[config.mk]
export PLATFORM = sky130hd
export DESIGN_NAME = alu_rs
export DESIGN_NICKNAME = d
export VERILOG_FILES = /design/src/rtl/alu_rs.sv
export SDC_FILE = /design/constraint.sdc
export NUM_CORES = 2
export LEC_CHECK = 0
export CORE_MARGIN = 4
export CORE_UTILIZATION = 46
export CTS_BUF_LIST = sky130_fd_sc_hd__clkbuf_2
export CTS_CLUSTER_DIAMETER = 60
export DETAILED_ROUTE_END_ITERATION = 12
export PLACE_DENSITY = 0.63
export SYNTH_ARGS = -nofsm -noshare
export SYNTH_HDL_FRONTEND = slang
export SYNTH_SLANG_ARGS = --single-unit
export TNS_END_PERCENT = 5
[constraint.sdc]
create_clock -name clk_in -period 89.9 [get_ports clk_in]
set_clock_uncertainty 0.2 [all_clocks]
set_input_delay 8.99 -clock clk_in [delete_from_list [all_inputs] [get_ports clk_in]]
set_output_delay 8.99 -clock clk_in [all_outputs]
set_load 0.05 [all_outputs]
[src/rtl/alu_rs.sv]
// alu_rs -- reservation station in front of the integer ALU.
//
// Buffers up to RS_SIZE decoded ALU/branch instructions, snoops the ALU and
// LSB common data buses for outstanding operands, and dispatches the
// lowest-index ready entry each cycle. The destination RoB tag is delayed one
// extra cycle so it lines up with the ALU's registered result.
//
// Ports:
//   clk_in, rst_in (async, active-high), rdy_in (global enable)
//   rob_clear                       synchronous flush of all entries
//   issue_*                         new instruction from the issue stage
//   alu_cdb_*, lsb_cdb_*            result broadcasts used for wakeup
//   rs_full                         every entry busy (combinational)
//   alu_waiting, alu_vj/vk/imm/op   registered dispatch to the ALU
//   result_rob_id                   tag paired with the ALU result
module alu_rs #(
    parameter int RS_WIDTH  = 3,
    parameter int ROB_WIDTH = 4
) (
    input  logic                 clk_in,
    input  logic                 rst_in,
    input  logic                 rdy_in,
    input  logic                 rob_clear,
    input  logic                 issue_valid,
    input  logic [5:0]           issue_op,
    input  logic [31:0]          issue_vj,
    input  logic                 issue_qj_busy,
    input  logic [ROB_WIDTH-1:0] issue_qj,
    input  logic [31:0]          issue_vk,
    input  logic                 issue_qk_busy,
    input  logic [ROB_WIDTH-1:0] issue_qk,
    input  logic [31:0]          issue_imm,
    input  logic [ROB_WIDTH-1:0] issue_rob_id,
    input  logic                 alu_cdb_valid,
    input  logic [ROB_WIDTH-1:0] alu_cdb_rob_id,
    input  logic [31:0]          alu_cdb_value,
    input  logic                 lsb_cdb_valid,
    input  logic [ROB_WIDTH-1:0] lsb_cdb_rob_id,
    input  logic [31:0]          lsb_cdb_value,
    output logic                 rs_full,
    output logic                 alu_waiting,
    output logic [31:0]          alu_vj,
    output logic [31:0]          alu_vk,
    output logic [31:0]          alu_imm,
    output logic [5:0]           alu_op,
    output logic [ROB_WIDTH-1:0] result_rob_id
);
    localparam int unsigned RS_SIZE = 1 << RS_WIDTH;

    // Entry storage
    logic [RS_SIZE-1:0]   busy_q, busy_d;
    logic [RS_SIZE-1:0]   qj_busy_q, qj_busy_d;
    logic [RS_SIZE-1:0]   qk_busy_q, qk_busy_d;
    logic [5:0]           op_q  [RS_SIZE];
    logic [5:0]           op_d  [RS_SIZE];
    logic [31:0]          vj_q  [RS_SIZE];
    logic [31:0]          vj_d  [RS_SIZE];
    logic [31:0]          vk_q  [RS_SIZE];
    logic [31:0]          vk_d  [RS_SIZE];
    logic [31:0]          imm_q [RS_SIZE];
    logic [31:0]          imm_d [RS_SIZE];
    logic [ROB_WIDTH-1:0] qj_q  [RS_SIZE];
    logic [ROB_WIDTH-1:0] qj_d  [RS_SIZE];
    logic [ROB_WIDTH-1:0] qk_q  [RS_SIZE];
    logic [ROB_WIDTH-1:0] qk_d  [RS_SIZE];
    logic [ROB_WIDTH-1:0] rob_q [RS_SIZE];
    logic [ROB_WIDTH-1:0] rob_d [RS_SIZE];

    // Dispatch / result pipeline
    logic                 waiting_q, waiting_d;
    logic [31:0]          out_vj_q, out_vj_d;
    logic [31:0]          out_vk_q, out_vk_d;
    logic [31:0]          out_imm_q, out_imm_d;
    logic [5:0]           out_op_q, out_op_d;
    logic [ROB_WIDTH-1:0] disp_rob_q, disp_rob_d;
    logic [ROB_WIDTH-1:0] result_q, result_d;

    logic [RS_SIZE-1:0]   ready;
    logic                 free_found, disp_found;
    logic [RS_WIDTH-1:0]  free_idx, disp_idx;

    assign rs_full       = &busy_q;
    assign ready         = busy_q & ~qj_busy_q & ~qk_busy_q;
    assign alu_waiting   = waiting_q;
    assign alu_vj        = out_vj_q;
    assign alu_vk        = out_vk_q;
    assign alu_imm       = out_imm_q;
    assign alu_op        = out_op_q;
    assign result_rob_id = result_q;

    // Lowest-index free slot and lowest-index ready slot
    always_comb begin : pick
        free_found = 1'b0;
        free_idx   = '0;
        disp_found = 1'b0;
        disp_idx   = '0;
        for (int unsigned i = 0; i < RS_SIZE; i++) begin
            if (!free_found && !busy_q[i]) begin
                free_found = 1'b1;
                free_idx   = RS_WIDTH'(i);
            end
            if (!disp_found && ready[i]) begin
                disp_found = 1'b1;
                disp_idx   = RS_WIDTH'(i);
            end
        end
    end

    always_comb begin : next_state
        busy_d     = busy_q;
        qj_busy_d  = qj_busy_q;
        qk_busy_d  = qk_busy_q;
        op_d       = op_q;
        vj_d       = vj_q;
        vk_d       = vk_q;
        imm_d      = imm_q;
        qj_d       = qj_q;
        qk_d       = qk_q;
        rob_d      = rob_q;
        waiting_d  = 1'b0;
        out_vj_d   = '0;
        out_vk_d   = '0;
        out_imm_d  = '0;
        out_op_d   = '0;
        disp_rob_d = '0;
        result_d   = disp_rob_q;

        if (rob_clear) begin
            // The instruction dispatched last cycle is squashed too, so its
            // tag must not surface on result_rob_id.
            busy_d   = '0;
            result_d = '0;
        end else begin
            // Wakeup; the ALU bus takes priority over the LSB bus
            for (int unsigned i = 0; i < RS_SIZE; i++) begin
                if (busy_q[i] && qj_busy_q[i]) begin
                    if (alu_cdb_valid && alu_cdb_rob_id == qj_q[i]) begin
                        vj_d[i]      = alu_cdb_value;
                        qj_busy_d[i] = 1'b0;
                    end else if (lsb_cdb_valid && lsb_cdb_rob_id == qj_q[i]) begin
                        vj_d[i]      = lsb_cdb_value;
                        qj_busy_d[i] = 1'b0;
                    end
                end
                if (busy_q[i] && qk_busy_q[i]) begin
                    if (alu_cdb_valid && alu_cdb_rob_id == qk_q[i]) begin
                        vk_d[i]      = alu_cdb_value;
                        qk_busy_d[i] = 1'b0;
                    end else if (lsb_cdb_valid && lsb_cdb_rob_id == qk_q[i]) begin
                        vk_d[i]      = lsb_cdb_value;
                        qk_busy_d[i] = 1'b0;
                    end
                end
            end

            if (disp_found) begin
                waiting_d        = 1'b1;
                out_vj_d         = vj_q[disp_idx];
                out_vk_d         = vk_q[disp_idx];
                out_imm_d        = imm_q[disp_idx];
                out_op_d         = op_q[disp_idx];
                disp_rob_d       = rob_q[disp_idx];
                busy_d[disp_idx] = 1'b0;
            end

            // rs_full reflects cycle-start occupancy, so a slot freed by this
            // cycle's dispatch is never the issue target.
            if (issue_valid && !rs_full && free_found) begin
                busy_d[free_idx]    = 1'b1;
                op_d[free_idx]      = issue_op;
                imm_d[free_idx]     = issue_imm;
                rob_d[free_idx]     = issue_rob_id;
                qj_d[free_idx]      = issue_qj;
                qk_d[free_idx]      = issue_qk;
                vj_d[free_idx]      = issue_vj;
                vk_d[free_idx]      = issue_vk;
                qj_busy_d[free_idx] = issue_qj_busy;
                qk_busy_d[free_idx] = issue_qk_busy;
                if (issue_qj_busy) begin
                    if (alu_cdb_valid && alu_cdb_rob_id == issue_qj) begin
                        vj_d[free_idx]      = alu_cdb_value;
                        qj_busy_d[free_idx] = 1'b0;
                    end else if (lsb_cdb_valid && lsb_cdb_rob_id == issue_qj) begin
                        vj_d[free_idx]      = lsb_cdb_value;
                        qj_busy_d[free_idx] = 1'b0;
                    end
                end
                if (issue_qk_busy) begin
                    if (alu_cdb_valid && alu_cdb_rob_id == issue_qk) begin
                        vk_d[free_idx]      = alu_cdb_value;
                        qk_busy_d[free_idx] = 1'b0;
                    end else if (lsb_cdb_valid && lsb_cdb_rob_id == issue_qk) begin
                        vk_d[free_idx]      = lsb_cdb_value;
                        qk_busy_d[free_idx] = 1'b0;
                    end
                end
            end
        end
    end

    always_ff @(posedge clk_in or posedge rst_in) begin
        if (rst_in) begin
            busy_q     <= '0;
            qj_busy_q  <= '0;
            qk_busy_q  <= '0;
            for (int unsigned i = 0; i < RS_SIZE; i++) begin
                op_q[i]  <= '0;
                vj_q[i]  <= '0;
                vk_q[i]  <= '0;
                imm_q[i] <= '0;
                qj_q[i]  <= '0;
                qk_q[i]  <= '0;
                rob_q[i] <= '0;
            end
            waiting_q  <= 1'b0;
            out_vj_q   <= '0;
            out_vk_q   <= '0;
            out_imm_q  <= '0;
            out_op_q   <= '0;
            disp_rob_q <= '0;
            result_q   <= '0;
        end else if (rdy_in) begin
            busy_q     <= busy_d;
            qj_busy_q  <= qj_busy_d;
            qk_busy_q  <= qk_busy_d;
            op_q       <= op_d;
            vj_q       <= vj_d;
            vk_q       <= vk_d;
            imm_q      <= imm_d;
            qj_q       <= qj_d;
            qk_q       <= qk_d;
            rob_q      <= rob_d;
            waiting_q  <= waiting_d;
            out_vj_q   <= out_vj_d;
            out_vk_q   <= out_vk_d;
            out_imm_q  <= out_imm_d;
            out_op_q   <= out_op_d;
            disp_rob_q <= disp_rob_d;
            result_q   <= result_d;
        end
    end

endmodule

## Word-level counts from Yosys, hierarchy flattened

Cells that the tools add are included.

| operators by class | value |
|---|---|
| bitwise operators | 13 |
| muxes and demuxes | 229 |
| reduce and logical (&&, ||, !) cells | 95 |
| multipliers | 0 |
| divide/modulo/power cells | 0 |
| equality and inequality tests | 36 |
| order comparisons | 7 |
| add/sub/neg operators | 0 |
| shifts and indexed selects | 0 |

Operators with widths:

| operator | number |
|---|---|
| $mux W32 | 77 |
| $mux W256 | 8 |
| $bwmux W256 | 7 |
| $bmux W32 S3 | 3 |
| $eq A4 B4 Y1 | 36 |
| $bwmux W32 | 3 |
| $demux W32 S3 | 1 |
| $mux W8 | 12 |
| $mux W1 | 86 |
| $logic_and A1 B1 Y1 | 71 |
| $bwmux W48 | 1 |
| $and A8 B8 Y8 | 5 |
| $mux W3 | 12 |
| $not A8 Y8 | 4 |
| $mux W6 | 5 |
| $mux W4 | 6 |
| $logic_not A1 Y1 | 21 |
| $bmux W6 S3 | 1 |
| $demux W6 S3 | 1 |
| $bwmux W8 | 2 |
| $bmux W4 S3 | 1 |
| $demux W4 S3 | 1 |
| $ge A4 B4 Y1 const B | 2 |
| $lt A3 B4 Y1 const B | 2 |
| other kinds (9) | 12 |

| storage, ports and cells | value |
|---|---|
| flip-flop bits (word level) | 1,047 |
| bits in writable memories | 0 |
| bits in read-only memories | 0 |
| bits in latches | 0 |
| memories kept | 0 |

## Depth between registers and ports, before layout

| depth | value |
|---|---|
| word-level depth | 36 |
| depth in mapped cells | 11 |
| gate-level depth less buffers | 6 |

## Worst setup path after synthesis

No wires, ideal clock.

| timing path | value |
|---|---|
| path type | input-to-reg |
| from | in issue_qj[3] |
| to | reg vj_q[125] (netlist bit) |
| setup time | 0.126 ns |
| stages | 10 |
| data required time | 89.574 ns |
| setup slack | 78.700 ns |
| arrival | 10.874 ns |
| path buffers | 4 |
| cells stage by stage | buf_2 > xor2_1 > or3_1 > buf_2 > o22ai_2 > and2_1 > buf_4 > buf_6 > a31oi_1 > a221o_1 |

| on the way | value |
|---|---|
| cells in the longest elaborated chain, start to end | 6 |
| elaborated cells on any way between the ends | 8 |

Ends and longest elaborated chain:

| what | RTL line | text |
|---|---|---|
| start, declared | 28 | `input logic [ROB_WIDTH-1:0] issue_qj,` |
| $eq A4 B4 Y1 | 183 | `end else if (lsb_cdb_valid && lsb_cdb_rob_id == issue_qj) begin` |
| $logic_and A1 B1 Y1 | 183 |  |
| $mux W256 | 183 |  |
| $mux W256 * | 180 | `if (alu_cdb_valid && alu_cdb_rob_id == issue_qj) begin` |
| $mux W256 * | 179 | `if (issue_qj_busy) begin` |
| $mux W256 * | 168 | `if (issue_valid && !rs_full && free_found) begin` |
| end signal, assigned | 227 | `vj_q <= vj_d;` |
| end, declared | 56 | `logic [31:0] vj_q [RS_SIZE];` |

Mark *: on every way between the ends. The rest lies on a longest branch, timed or not.
A chain may end at the register's enable or synchronous reset.

## Worst setup path in the final report

| timing path | value |
|---|---|
| from | reg busy_q[2] |
| to | out rs_full |

| on the way | value |
|---|---|
| cells in the longest elaborated chain, start to end | 1 |

Ends and longest elaborated chain:

| what | RTL line | text |
|---|---|---|
| start, declared | 51 | `logic [RS_SIZE-1:0] busy_q, busy_d;` |
| start signal, assigned | 223 | `busy_q <= busy_d;` |
| $reduce_and A8 Y1 | 82 | `assign rs_full = &busy_q;` |
| end, declared | 40 | `output logic rs_full,` |

No other way between the ends.

==> out/qor_table.md <==
| Item | Value |
| --- | --- |
| Outcome | completed |
| Worst hold path startpoint | disp_rob_q[1]$_DFFE_PP0P_ |
| Number of maximum-capacitance constraint violations | 0 |
| Most used cells in the layout excluding fill and tap cells | nand2_1 (1946), dfrtp_1 (1047), clkbuf_2 (416) |
| Design internal power | 725 uW |
| Io pins | 303 |
| Total core area | 126000 um2 |
| CP top delay family | simple AND/OR/NAND/NOR gates |
| Maximum number of pins on one net before global-route repair | 202 |
| Post-layout min period | 13.61 ns |
| Sw power | 354 uW |
| Antenna-violating nets left | 0 |
| Buffers on Ports | 302 |
| Power Density | 16.7 nW/um2 |
| Total of warnings raised by yosys | 0 |
| Sw Share | 32.8% |
| DRC marker count from the first detailed-route iteration | 10152 |
| Post-CTS Setup Inserts | 0 |
| Path class of the lowest-slack min-delay path | reg -> reg |
| DIE WIDTH | 364 um |
| WP data required | 80.71 ns |
| CP Capture Type | output pin |
| Met3 layer usage reported by global route | 12.9% |
| Dominant register cell in the synthesized netlist | dfrtp_1 |
| Fin. max-slew vios | 0 |
| Area of the multi-input gates | 28000 um2 |
| CTS-repair resized insts | 0 |
| Worst setup path start | busy_q[2]$_DFFE_PP0P_ |
| Most common library cell in the layout ignoring fill and taps | nand2_1 |
| Count of H-tree levels built during CTS | 5 |
| Net count after synthesis | 6752 |
| Max incr delay on CP | 0.94 ns |
| RSZ-0062 raised after global routing | false |
| Post-synth design cell area | 58200 um2 |
| Max Buffers Root-to-Sink | 4 |
| Relative contribution of combinational cells to total power | 16.4% |
| Number of setup violations in the final report | 0 |
| Tot GR Track Use | 37.2% |
| Share of cells above drive strength 1 | 14.0% |
| Slew at the pin closest to its max-slew limit | 1.42 ns |
| Critical setup path kind | reg -> out |
| Average cell area after synthesis | 8.87 um2 |
| Clock Latency Late Sink | 1.70 ns |
| WL/cell | 30.0 um |
| Total area of sequential cells | 26200 um2 |
| Post-synthesis sequential element count | 1047 |
| Most congested layer reported by global routing | met2 |
| Met2 usage in global routing | 54.9% |
| Area of the die | 132000 um2 |
| Post-detailed-route DRC marker count | 0 |
| Router iterations before antenna repair | 12 |
| Detailed-route wire length | 253000 um |
| Instance area after placement | 62000 um2 |
| Via/cell ratio | 6.78 |
| Number of instances in the synthesized netlist | 6557 |
| Fin. Hold Viols | 0 |
| CP max FO | 13 |
| Startpoint kind of the worst setup timing path | register |
| Maximum vdd ir drop | 14.3 uV |
| Met1 Resource Use GR | 46.8% |
| Layout-stage area growth over the synthesis result | 10.9% |
| Cell Rows | 130 |
| Final design instance area without fill | 64500 um2 |
| GR Overflow Total | 0 |
| Number of antenna violations at the first check in global routing | 21 |
| Clock tree root driver cell | clkbuf_2 |
| Initial cell density of the core | 46.3% |
| Maximum achievable frequency | 73.5 MHz |
| Clk network pwr share | 32.9% |
| Routability congestion estimate from global placement | 0.909 |
| Leakage dissipation | 29.5 nW |
| DPL Wire Length | 135000 um |
| Number of flops mapped to enable cells by yosys | 0 |
| Seq/Total Area, Yosys | 45.1% |
| Total number of vias | 57253 |
| Sum of negative setup slack | 0 ns |
| Number of CTS-inserted buffers | 301 |
| Vert. Die Dim | 364 um |
| Clock transition at the register clock pins on the worst setup and hold paths after CTS | 0.11 ns |
| Crit path cell chain | nand4_1, nor3_1, clkdlybuf4s50_1 |
| Unique masters post-synth | 73 |
| Slowest cell on the critical path | clkdlybuf4s50_1 |
| Hold-fix buffers, CTS | 0 |
| Reg power frac | 50.7% |
| Worst R2R Start | busy_q[2]$_DFFE_PP0P_ |
| TritonCTS clock tree | done |
| Slew margin rel. | 5.49% |
| Global-route wire length before repair | 368000 um |
| Filler Cells Inserted | 11859 |
| Vias in the first global route | 56138 |
| Net count of the finished layout | 6805 |
| Clock sink total | 1047 |
| Buf+Inv Stages, Crit Path | 1 |
| Worst endpoint data arrival time | 4.42 ns |
| Share of async-settable or async-resettable flops after synthesis | 100% |
| Period utilisation layout | 15.1% |
==> logic make-up after synthesis <==
group | synth area share, %
and+or+nand+nor | 16.0
xor gates and xnor gates | 1.72
DFF | 45.1
AOI/OAI and AO/OA | 22.7
buffers and inverters | 7.55
muxes | 7.00
==> stage by stage <==
step	total power, mW	util [%]	hold slack, ns	setup WS (ns)	std cells
2_1_floorplan	0.668	-	0.246	51.24	6557
3_3_place_gp	0.720	49.4	0.258	75.91	7957
3_5_place_dp	0.726	49.4	0.263	75.81	7957
4_1_cts	1.08	51.3	0.227	76.10	8427
5_1_grt	1.13	51.3	0.251	76.06	8437
6_report	1.08	51.4	0.206	76.29	8445
==> worst reg2reg max path, cell delays in order (launching register included) <==
cell and delay (ns):
dfrtp_1 0.62, nor3b_1 0.34, nor4_4 0.71, o2bb2ai_4 0.18
buf_4 0.62, buf_4 0.77, buf_4 0.90, buf_4 0.90
nand2_1 0.16, a31oi_1 0.27, a32o_1 0.21
==> metal layers <==
metal  share of wire, %  wire (um)
met5              0.038         96
met4                6.6      16700
met3                 14      35700
met2                 43     108000
met1                 37      92500
==> layout make-up <==
cell class / instances / share of cell area (%)
multi-input combinational: 4446 / 43.4
clock buffer: 416 / 3.23
timing repair buffer: 485 / 6.89
tap: 1650 / 3.20
inverter: 329 / 1.94
sequential: 1047 / 40.6
antenna: 18 / 0.0698
clock inverter: 54 / 0.605
==> synthesized netlist by cell type (all sizes together) (10+ instances only) <==
master | n | area share [%]
nand2 | 1956 | 13
dfrtp | 1047 | 45
clkbuf | 455 | 2.9
inv | 329 | 2.1
mux2i | 319 | 5.5
a21oi | 310 | 2.7
a222oi | 297 | 5.1
buf | 280 | 2.5
o21ai | 176 | 1.7
o221a | 159 | 3.1
nand3 | 140 | 1.2
a31oi | 111 | 1.2
a32oi | 110 | 1.7
a32o | 107 | 1.8
o22ai | 99 | 1.1
mux2 | 78 | 1.5
xor2 | 68 | 1.0
xnor2 | 46 | 0.69
a21o | 40 | 0.52
nor2 | 37 | 0.24
o21a | 37 | 0.48
a211oi | 35 | 0.95
nand4 | 35 | 0.38
a211o | 30 | 0.45
a221o | 30 | 0.52
a221oi | 28 | 0.42
nor3 | 23 | 0.22
o211ai | 23 | 0.30
nand2b | 18 | 0.19
nor3b | 14 | 0.21
nor4 | 14 | 0.18
and2 | 12 | 0.13
a22oi | 11 | 0.14
nor2b | 10 | 0.11
==> state kept, by name, indices dropped and copies added, names as in the netlist, 6 cells and up <==
signal and count:
alu_op 6, qj_q 32, qj_busy_q 8, alu_imm 32
op_q 48, rob_q 32, alu_vk 32, imm_q 256
vj_q 256, alu_vj 32, qk_busy_q 8, busy_q 8
qk_q 32, vk_q 256
==> power by group through the flow <==
stage	clock, mW	combinational [mW]	sequential (mW)
finish	0.355	0.177	0.547
global route	0.384	0.191	0.552
CTS	0.358	0.172	0.545
detailed placement	0	0.171	0.554
global placement	0	0.167	0.554
floorplan	0	0.119	0.549
==> path summary, 6_finish.rpt <==
| path | slack [ns] | to | cells past startpoint |
|---|---|---|---|
| worst max-delay path | 76.29 | rs_full | 3 |
| worst min-delay path | 0.21 | result_rob_id[1]$_DFFE_PP0P_ | 1 |
| worst max register to register | 83.93 | alu_vj[19]$_DFFE_PP0P_ | 10 |
| worst min register to register | 0.21 | result_rob_id[1]$_DFFE_PP0P_ | 1 |
| max in group asynchronous | 78.30 | imm_q[131]$_DFFE_PP0P_ | 5 |
| min in group asynchronous | 7.69 | alu_vj[24]$_DFFE_PP0P_ | 2 |
Power figures use the tool's default switching activity.
